**src/rtl/serial_frame_tx.sv**
```systemverilog
// -----------------------------------------------------------------------------
// serial_frame_tx
//   Parallel-to-serial framing transmitter. A Data_width-bit word is accepted
//   over a Valid/Ready handshake and sent on TxOut as a framed serial stream:
//   start bit (0), data LSB first, stop bit (1). Each bit is held for
//   Clks_per_bit clocks. It feeds serial links and the LeftIn input of the
//   downstream shift stages.
//
// Parameters:
//   Data_width   : width of the parallel word (>= 2)
//   Clks_per_bit : clocks each serial bit is held (>= 1)
//
// Ports:
//   CLK   in   system clock, rising edge
//   RST   in   asynchronous, active-high reset
//   D     in   parallel word, sampled only on the accept edge
//   Valid in   upstream has a word on D
//   Ready out  high only while IDLE (decoded from registered state)
//   TxOut out  registered serial line, idles at 1
//   Busy  out  high while a frame is in progress
//   Done  out  one-cycle pulse after the stop bit completes
//
// Optional feature:
//   SERIAL_FRAME_TX_PARITY_EN - when defined, an even-parity bit is sent
//   between the last data bit and the stop bit.
// -----------------------------------------------------------------------------
module serial_frame_tx #(
  parameter int Data_width   = 5,
  parameter int Clks_per_bit = 4
) (
  input  logic                  CLK,
  input  logic                  RST,
  input  logic [Data_width-1:0] D,
  input  logic                  Valid,
  output logic                  Ready,
  output logic                  TxOut,
  output logic                  Busy,
  output logic                  Done
);

  // A one-clock bit still needs a 1-bit counter to keep the ports legal.
  localparam int CW = (Clks_per_bit > 1) ? $clog2(Clks_per_bit) : 1;
  localparam int BW = $clog2(Data_width);
  localparam logic [CW-1:0] CYC_LAST = CW'(Clks_per_bit - 1);
  localparam logic [BW-1:0] BIT_LAST = BW'(Data_width - 1);

  typedef enum logic [2:0] {
    IDLE   = 3'd0,
    START  = 3'd1,
    DATA   = 3'd2,
`ifdef SERIAL_FRAME_TX_PARITY_EN
    PARITY = 3'd3,
`endif
    STOP   = 3'd4
  } state_t;

`ifdef SERIAL_FRAME_TX_PARITY_EN
  // Even parity: the bit that makes the total count of ones even.
  function automatic logic even_parity(input logic [Data_width-1:0] word);
    return ^word;
  endfunction
`endif

  state_t                state_r, state_s;
  logic                  tx_r, tx_s;
  logic                  done_r, done_s;
  logic [Data_width-1:0] sr_r, sr_s;
  logic [BW-1:0]         bit_cnt_r, bit_cnt_s;
  logic [CW-1:0]         cyc_cnt_r, cyc_cnt_s;
  logic                  bit_end_s;
`ifdef SERIAL_FRAME_TX_PARITY_EN
  // Parity is taken from D at accept time because the shift register
  // is consumed while the data bits go out.
  logic                  par_r, par_s;
`endif

  assign bit_end_s = (cyc_cnt_r == CYC_LAST);

  // Next-state and next-output decode for the framing FSM.
  always_comb begin
    state_s   = state_r;
    tx_s      = tx_r;
    done_s    = 1'b0;
    sr_s      = sr_r;
    bit_cnt_s = bit_cnt_r;
    cyc_cnt_s = cyc_cnt_r;
`ifdef SERIAL_FRAME_TX_PARITY_EN
    par_s     = par_r;
`endif
    case (state_r)
      IDLE: begin
        tx_s = 1'b1;
        if (Valid) begin
          // Start bit goes out on the accept edge itself.
          sr_s      = D;
          cyc_cnt_s = '0;
          bit_cnt_s = '0;
          state_s   = START;
          tx_s      = 1'b0;
`ifdef SERIAL_FRAME_TX_PARITY_EN
          par_s     = even_parity(D);
`endif
        end else begin
          state_s = IDLE;
        end
      end
      START: begin
        if (bit_end_s) begin
          cyc_cnt_s = '0;
          state_s   = DATA;
          tx_s      = sr_r[0];
        end else begin
          cyc_cnt_s = cyc_cnt_r + CW'(1);
        end
      end
      DATA: begin
        if (bit_end_s) begin
          cyc_cnt_s = '0;
          if (bit_cnt_r == BIT_LAST) begin
            bit_cnt_s = '0;
`ifdef SERIAL_FRAME_TX_PARITY_EN
            state_s   = PARITY;
            tx_s      = par_r;
`else
            state_s   = STOP;
            tx_s      = 1'b1;
`endif
          end else begin
            // Next data bit is the current bit 1, i.e. bit 0 after the shift.
            sr_s      = {1'b0, sr_r[Data_width-1:1]};
            tx_s      = sr_r[1];
            bit_cnt_s = bit_cnt_r + BW'(1);
          end
        end else begin
          cyc_cnt_s = cyc_cnt_r + CW'(1);
        end
      end
`ifdef SERIAL_FRAME_TX_PARITY_EN
      PARITY: begin
        if (bit_end_s) begin
          cyc_cnt_s = '0;
          state_s   = STOP;
          tx_s      = 1'b1;
        end else begin
          cyc_cnt_s = cyc_cnt_r + CW'(1);
        end
      end
`endif
      STOP: begin
        if (bit_end_s) begin
          cyc_cnt_s = '0;
          state_s   = IDLE;
          tx_s      = 1'b1;
          done_s    = 1'b1;
        end else begin
          cyc_cnt_s = cyc_cnt_r + CW'(1);
        end
      end
      default: begin
        state_s   = IDLE;
        tx_s      = 1'b1;
        cyc_cnt_s = '0;
        bit_cnt_s = '0;
      end
    endcase
  end

  // State and output registers; RST abandons any frame in progress.
  always_ff @(posedge CLK or posedge RST) begin
    if (RST) begin
      state_r   <= IDLE;
      tx_r      <= 1'b1;
      done_r    <= 1'b0;
      sr_r      <= '0;
      bit_cnt_r <= '0;
      cyc_cnt_r <= '0;
`ifdef SERIAL_FRAME_TX_PARITY_EN
      par_r     <= 1'b0;
`endif
    end else begin
      state_r   <= state_s;
      tx_r      <= tx_s;
      done_r    <= done_s;
      sr_r      <= sr_s;
      bit_cnt_r <= bit_cnt_s;
      cyc_cnt_r <= cyc_cnt_s;
`ifdef SERIAL_FRAME_TX_PARITY_EN
      par_r     <= par_s;
`endif
    end
  end

  assign Ready = (state_r == IDLE);
  assign Busy  = (state_r != IDLE);
  assign TxOut = tx_r;
  assign Done  = done_r;

endmodule

```
**config.mk**
```make
export PLATFORM = sky130hd
export DESIGN_NAME = serial_frame_tx
export DESIGN_NICKNAME = d
export VERILOG_FILES = /design/src/rtl/serial_frame_tx.sv
export SDC_FILE = /design/constraint.sdc
export NUM_CORES = 1
export LEC_CHECK = 0
export CAP_MARGIN = 20
export CORE_ASPECT_RATIO = 1.4
export CORE_MARGIN = 2
export CORE_UTILIZATION = 37
export DETAILED_ROUTE_END_ITERATION = 8
export PLACE_DENSITY = 0.6
export SETUP_SLACK_MARGIN = 0.1
export SLEW_MARGIN = 20
export SYNTH_ARGS = -nofsm -noshare
export SYNTH_HDL_FRONTEND = slang
export SYNTH_SLANG_ARGS = --single-unit
```
**constraint.sdc**
```tcl
create_clock -name CLK -period 1.8 [get_ports CLK]
set_input_delay 0.36 -clock CLK [delete_from_list [all_inputs] [get_ports CLK]]
set_output_delay 0.36 -clock CLK [all_outputs]
set_load 0.02 [all_outputs]
```
### After elaboration in Yosys (flattened, before gate mapping)

Index checks and enable logic that the tools add are counted.

| cells by class | value |
|---|---|
| reductions and logical operators | 9 |
| bitwise gates (word level) | 1 |
| muxes and demuxes | 25 |
| equality and inequality tests | 11 |
| add/subtract/negate cells | 2 |

Operator list:

| kind | count |
|---|---|
| 3-bit 2-to-1 mux | 7 |
| 5-bit 2-to-1 mux | 3 |
| 2-bit != test (second input constant) | 6 |
| 3-bit one-hot mux with 4 select lines | 1 |
| 5-bit one-hot mux with 2 select lines | 1 |
| 3-bit one-hot mux with 3 select lines | 1 |
| 1-bit 2-to-1 mux | 8 |
| 4-bit AND reduction | 2 |
| 3-bit == test (second input constant) | 2 |
| 3-bit AND reduction | 2 |
| 2-bit 2-to-1 mux | 2 |
| 1-bit one-hot mux with 4 select lines | 1 |
| 2-bit one-hot mux with 2 select lines | 1 |
| 3-bit by 1-bit adder with 3-bit output (second input constant) | 1 |
| 3-bit by 1-bit == test with 1-bit output (second input constant) | 1 |
| 3-bit by 2-bit == test with 1-bit output (second input constant) | 1 |
| 3-bit zero test | 1 |
| 3-bit nonzero test | 1 |
| 3-bit OR reduction | 1 |
| 2-bit by 1-bit adder with 2-bit output (second input constant) | 1 |
| 2-bit == test (second input constant) | 1 |
| 2-bit nonzero test | 1 |
| 2-bit OR reduction | 1 |
| 1-bit inverter | 1 |

| storage, ports and cells | value |
|---|---|
| input bits | 8 |
| flip-flop bits (word level) | 15 |
| logic and storage cells | 54 |
| output and inout bits | 4 |

### Depth between registers and ports, before layout

| logic depth | value |
|---|---|
| depth in word-level cells | 4 |
| gate-level depth with buffers | 5 |
| depth with buffers taken out | 5 |

### Worst setup path after synthesis

No wires, ideal clock.

| timing | value |
|---|---|
| path kind | reg2reg |
| from | reg state_r[2] |
| to | reg sr_r[0] |
| required time | 1.675 ns |
| setup time | 0.125 ns |
| arrival | 1.449 ns |
| period minus slack after synthesis | 1.573 ns |
| slack | 0.227 ns |
| buffers on the path | 1 |
| cell stages (with the launch flop) | 5 |
| cell sequence | dfrtp_1 > buf_2 > nor3_2 > a32o_2 > mux2_2 |

| on the way | value |
|---|---|
| cells in the longest elaborated chain, start to end | 3 |
| elaborated cells between the ends (all ways) | 8 |
| classes of those cells | eq/ne (4); mux (1); reduce/logical (3) |

Ends and longest elaborated chain:

| item | line | RTL |
|---|---|---|
| start, declared | 64 | `state_t state_r, state_s;` |
| start signal, assigned | 181 | `state_r <= state_s;` |
| 3-bit zero test * | - |  |
| via Ready | 35 | `output logic Ready,` |
| 2-bit != test (no line) / 2-bit nonzero test (equally long branches) | - |  |
| 4-bit AND reduction (no line) | - |  |
| end signal, assigned | 184 | `sr_r <= sr_s;` |
| end, declared | 67 | `logic [Data_width-1:0] sr_r, sr_s;` |

The timed path passes the listed nets; every way through them passes the cells marked *.
A chain may end at the register's enable or synchronous reset.

### Worst setup path in the final report

| timing | value |
|---|---|
| from | reg state_r[2] |
| to | out Busy |

| on the way | value |
|---|---|
| cells in the longest elaborated chain, start to end | 1 |

Ends and longest elaborated chain:

| item | line | RTL |
|---|---|---|
| 3-bit nonzero test | 194 | `assign Busy = (state_r != IDLE);` |
| end, declared | 37 | `output logic Busy,` |

Every way passes these cells.

==> out/qor.yml <==
synthesis:
  synth_top_cell_by_area: "dfrtp_1"
  synth-seq-cells: 15
  synth_top_area_share_pct: 38.20
  ys_warn_count: 0
  synth_area_leaders: "dfrtp_1 38%, mux2_4 6.5%, mux2_2 4.9%"
  netlist_area_um2: 917.1
  synth.most_common_cell: "dfrtp_1"
  ys.flop_type: "dfrtp_1"
  syn_avg_cell_area_um2: 10.66
  syn_nets: 97
  synth_common_cells: "14 x dfrtp_1, 8 x inv_1, 5 x nor2_1"
  seq_area_frac_synth_pct: 41.06
  synth_edf_count: 0
  synthCells: 86
  ys_types: 40
  synthArstFlopShare_pct: 100.0
finish:
  n_antenna_cell: 0
  fin_util_pct: 47.83
  nets: 118
  drive_gt1_share_pct: 28.30
  multiInputGateArea_um2: 475.5
  area_growth_pct: 23.33
  register_area_um2: 377.9
  fillCellCount: 232
  final_cells: 129
floorplan:
  row_count: 21
  initial_utilization_pct: 38.78
  die_h_um: 62.91
  io_pins: 12
  coreArea_mm2: 0.002365
  die_w_um: 46.08
  die_area_mm2: 0.002899
clock_network:
  cts_inserted_buffers: 3
  cts.sinks: 15
  hold_buffers: 0
  h-tree-depth: 1
  cts_tree: "built"
  cts-root-buf: "clkbuf_4"
  clk_latency_ns: 0.30
  cts.path.max_buffers: 2
  path_clk_slew_ns: 0.09
critical_path:
  cp.required_ns: 1.44
  crit_buf_inv: 2
  worstSetupStartpointType: "flip-flop"
  slowest_delay_ns: 0.42
  cpLargestDelayFamily: "flip-flops"
  crit_chain: "nor3_2 > inv_1 > clkdlybuf4s15_1"
  crit_fanout: 3
  worstPathArrival_ns: 1.31
  crit_type: "flip-flop to primary output"
  end_kind: "primary output"
  crit_slowest_cell: "dfrtp_1"
timing:
  finalCriticalPeriod_ns: 1.667
  slew_viol_final: 0
  max_freq_mhz: 599.8
  rsz0062_at_grt: "yes"
  clock_skew_ns: 0.003007
  worst_pin_slew_ns: 0.5631
  period_share_pct: 92.62
  relSlewSlack_pct: 62.42
  final_hold_viol_count: 0
  setup_viol: 0
  fin_setup_tns_ns: 0
  holdWs_ns: 0.4027
detailed_routing:
  wl_per_cell_um: 13.78
  vias: 708
  vias_per_cell: 5.488
  antenna_left: 0
  drt_wl_total_um: 1777
  drt_pre_antenna_iters: 4
  drt_iter0_drc: 26
  drc_errors: 0
place:
  gp_congestion: 0.7899
  hpwl_um: 1426
  port_buffers: 11
  placed_cells: 124
global_routing:
  grt_pass1_wl_um: 3160
  overflow: 0
  grt_antenna_before_repair: 0
  grt_pass1_vias: 734
  grt_max_degree: 16
  grt_usage_pct: 14.79
hold_path:
  hold_path_class: "input pin to asynchronous set/reset pin"
power_and_ir_drop:
  cellPowerDensity_mw_per_mm2: 1462
  p_leak_nw: 0.5099
  peakVddDrop_mv: 0.9252
outcome:
  status: "finished clean"
run:
  cap_viol_max_count: 0
==> flip-flops by register name, indices dropped and copies added (netlist names) <==
| register | cells |
|---|---|
| bit_cnt_r | 3 |
| sr_r | 5 |
| state_r | 3 |
| cyc_cnt_r | 2 |
| Done | 1 |
| TxOut | 1 |
==> metrics by stage <==
stage	setup WS, ns	power [W]	cell area [µm²]
floorplan	0.2267	0.001175	917.1
global placement	0.1541	0.001449	1096
detailed placement	0.1229	0.001475	1096
CTS	0.1019	0.001666	1127
global route	0.05481	0.001797	1131
finish	0.1329	0.001654	1131
==> final cells by class <==
cell class                      count  area share (%)
Multi-Input combinational cell     57           42.04
Inverter                            8           2.655
Timing Repair Buffer               22           16.92
Clock inverter                      1          0.4425
Clock buffer                        3           1.991
Tap cell                           23           2.544
Sequential cell                    15           33.41
==> report_power, final <==
group / total, W / switching, W / internal (W)
sequential: 0.000563 / 0.0000904 / 0.000473
clock: 0.000202 / 0.000119 / 0.0000829
combinational: 0.000889 / 0.000418 / 0.000470
==> final timing paths <==
path                                  from         end  slack [ns]  cells after the start
min in group CLK                state_r[1]  state_r[0]        0.52                      1
max in group asynchronous              RST  state_r[1]        1.00                      2
worst max-delay path            state_r[2]        Busy        0.13                      3
worst min register to register  state_r[1]  state_r[0]        0.52                      1
worst min-delay path                   RST  state_r[0]        0.40                      2
worst max register to register  state_r[0]     sr_r[1]        0.23                      4
==> kinds of logic (layout without fill, tap and decap cells) <==
family                   after synthesis  after routing  share of synthesized area, %
AO/OA/AOI/OAI                         17             17                         14.46
XOR/XNOR                               1              1                        0.9552
adder cells (fa/ha/maj)                3              3                         4.093
buffers and inverters                 14             34                         7.094
flip-flops                            15             15                         41.07
multiplexers                          10             10                         13.78
AND/OR/NAND/NOR                       26             26                         18.56
==> placed cells by master, fill, tap and decap left out, drive strengths merged <==
master / netlist / final
a2111o: 1 / 1
a211oi: 4 / 4
a21oi: 1 / 1
a22oi: 2 / 2
a31oi: 1 / 1
a32o: 1 / 1
and3: 1 / 1
and3b: 1 / 1
buf: 5 / 11
clkbuf: 1 / 3
clkdlybuf4s15: 0 / 2
clkdlybuf4s50: 0 / 8
clkinv: 0 / 1
dfrtp: 14 / 14
dfstp: 1 / 1
dlygate4sd2: 0 / 1
ha: 3 / 3
inv: 8 / 8
mux2: 9 / 9
mux2i: 1 / 1
nand2: 2 / 2
nand2b: 4 / 4
nand3: 2 / 2
nand4: 1 / 1
nand4b: 1 / 1
nor2: 5 / 5
nor2b: 3 / 3
nor3: 1 / 1
nor3b: 2 / 2
nor4: 1 / 1
nor4b: 1 / 1
o211ai: 1 / 1
o21a: 1 / 1
o21ai: 2 / 2
o31a: 1 / 1
o31ai: 2 / 2
or3b: 1 / 1
xnor2: 1 / 1
==> per-layer routing <==
metal	share of wire [%]	vias up	wire length [µm]	GRT usage [%]
li1	-	350	-	-
met1	43	336	763	18.53
met2	50	14	882	22.57
met3	3.4	8	60	1.734
met4	3.9	0	70	10.00
met5	0	-	0	0
==> timing repair <==
action,CTS,global route
gates resized for setup,3,3
gates cloned,0,0
buffers inserted,1,0
pin swaps,1,1
setup endpoints to repair,3,2
Power figures use the tool's default switching activity.
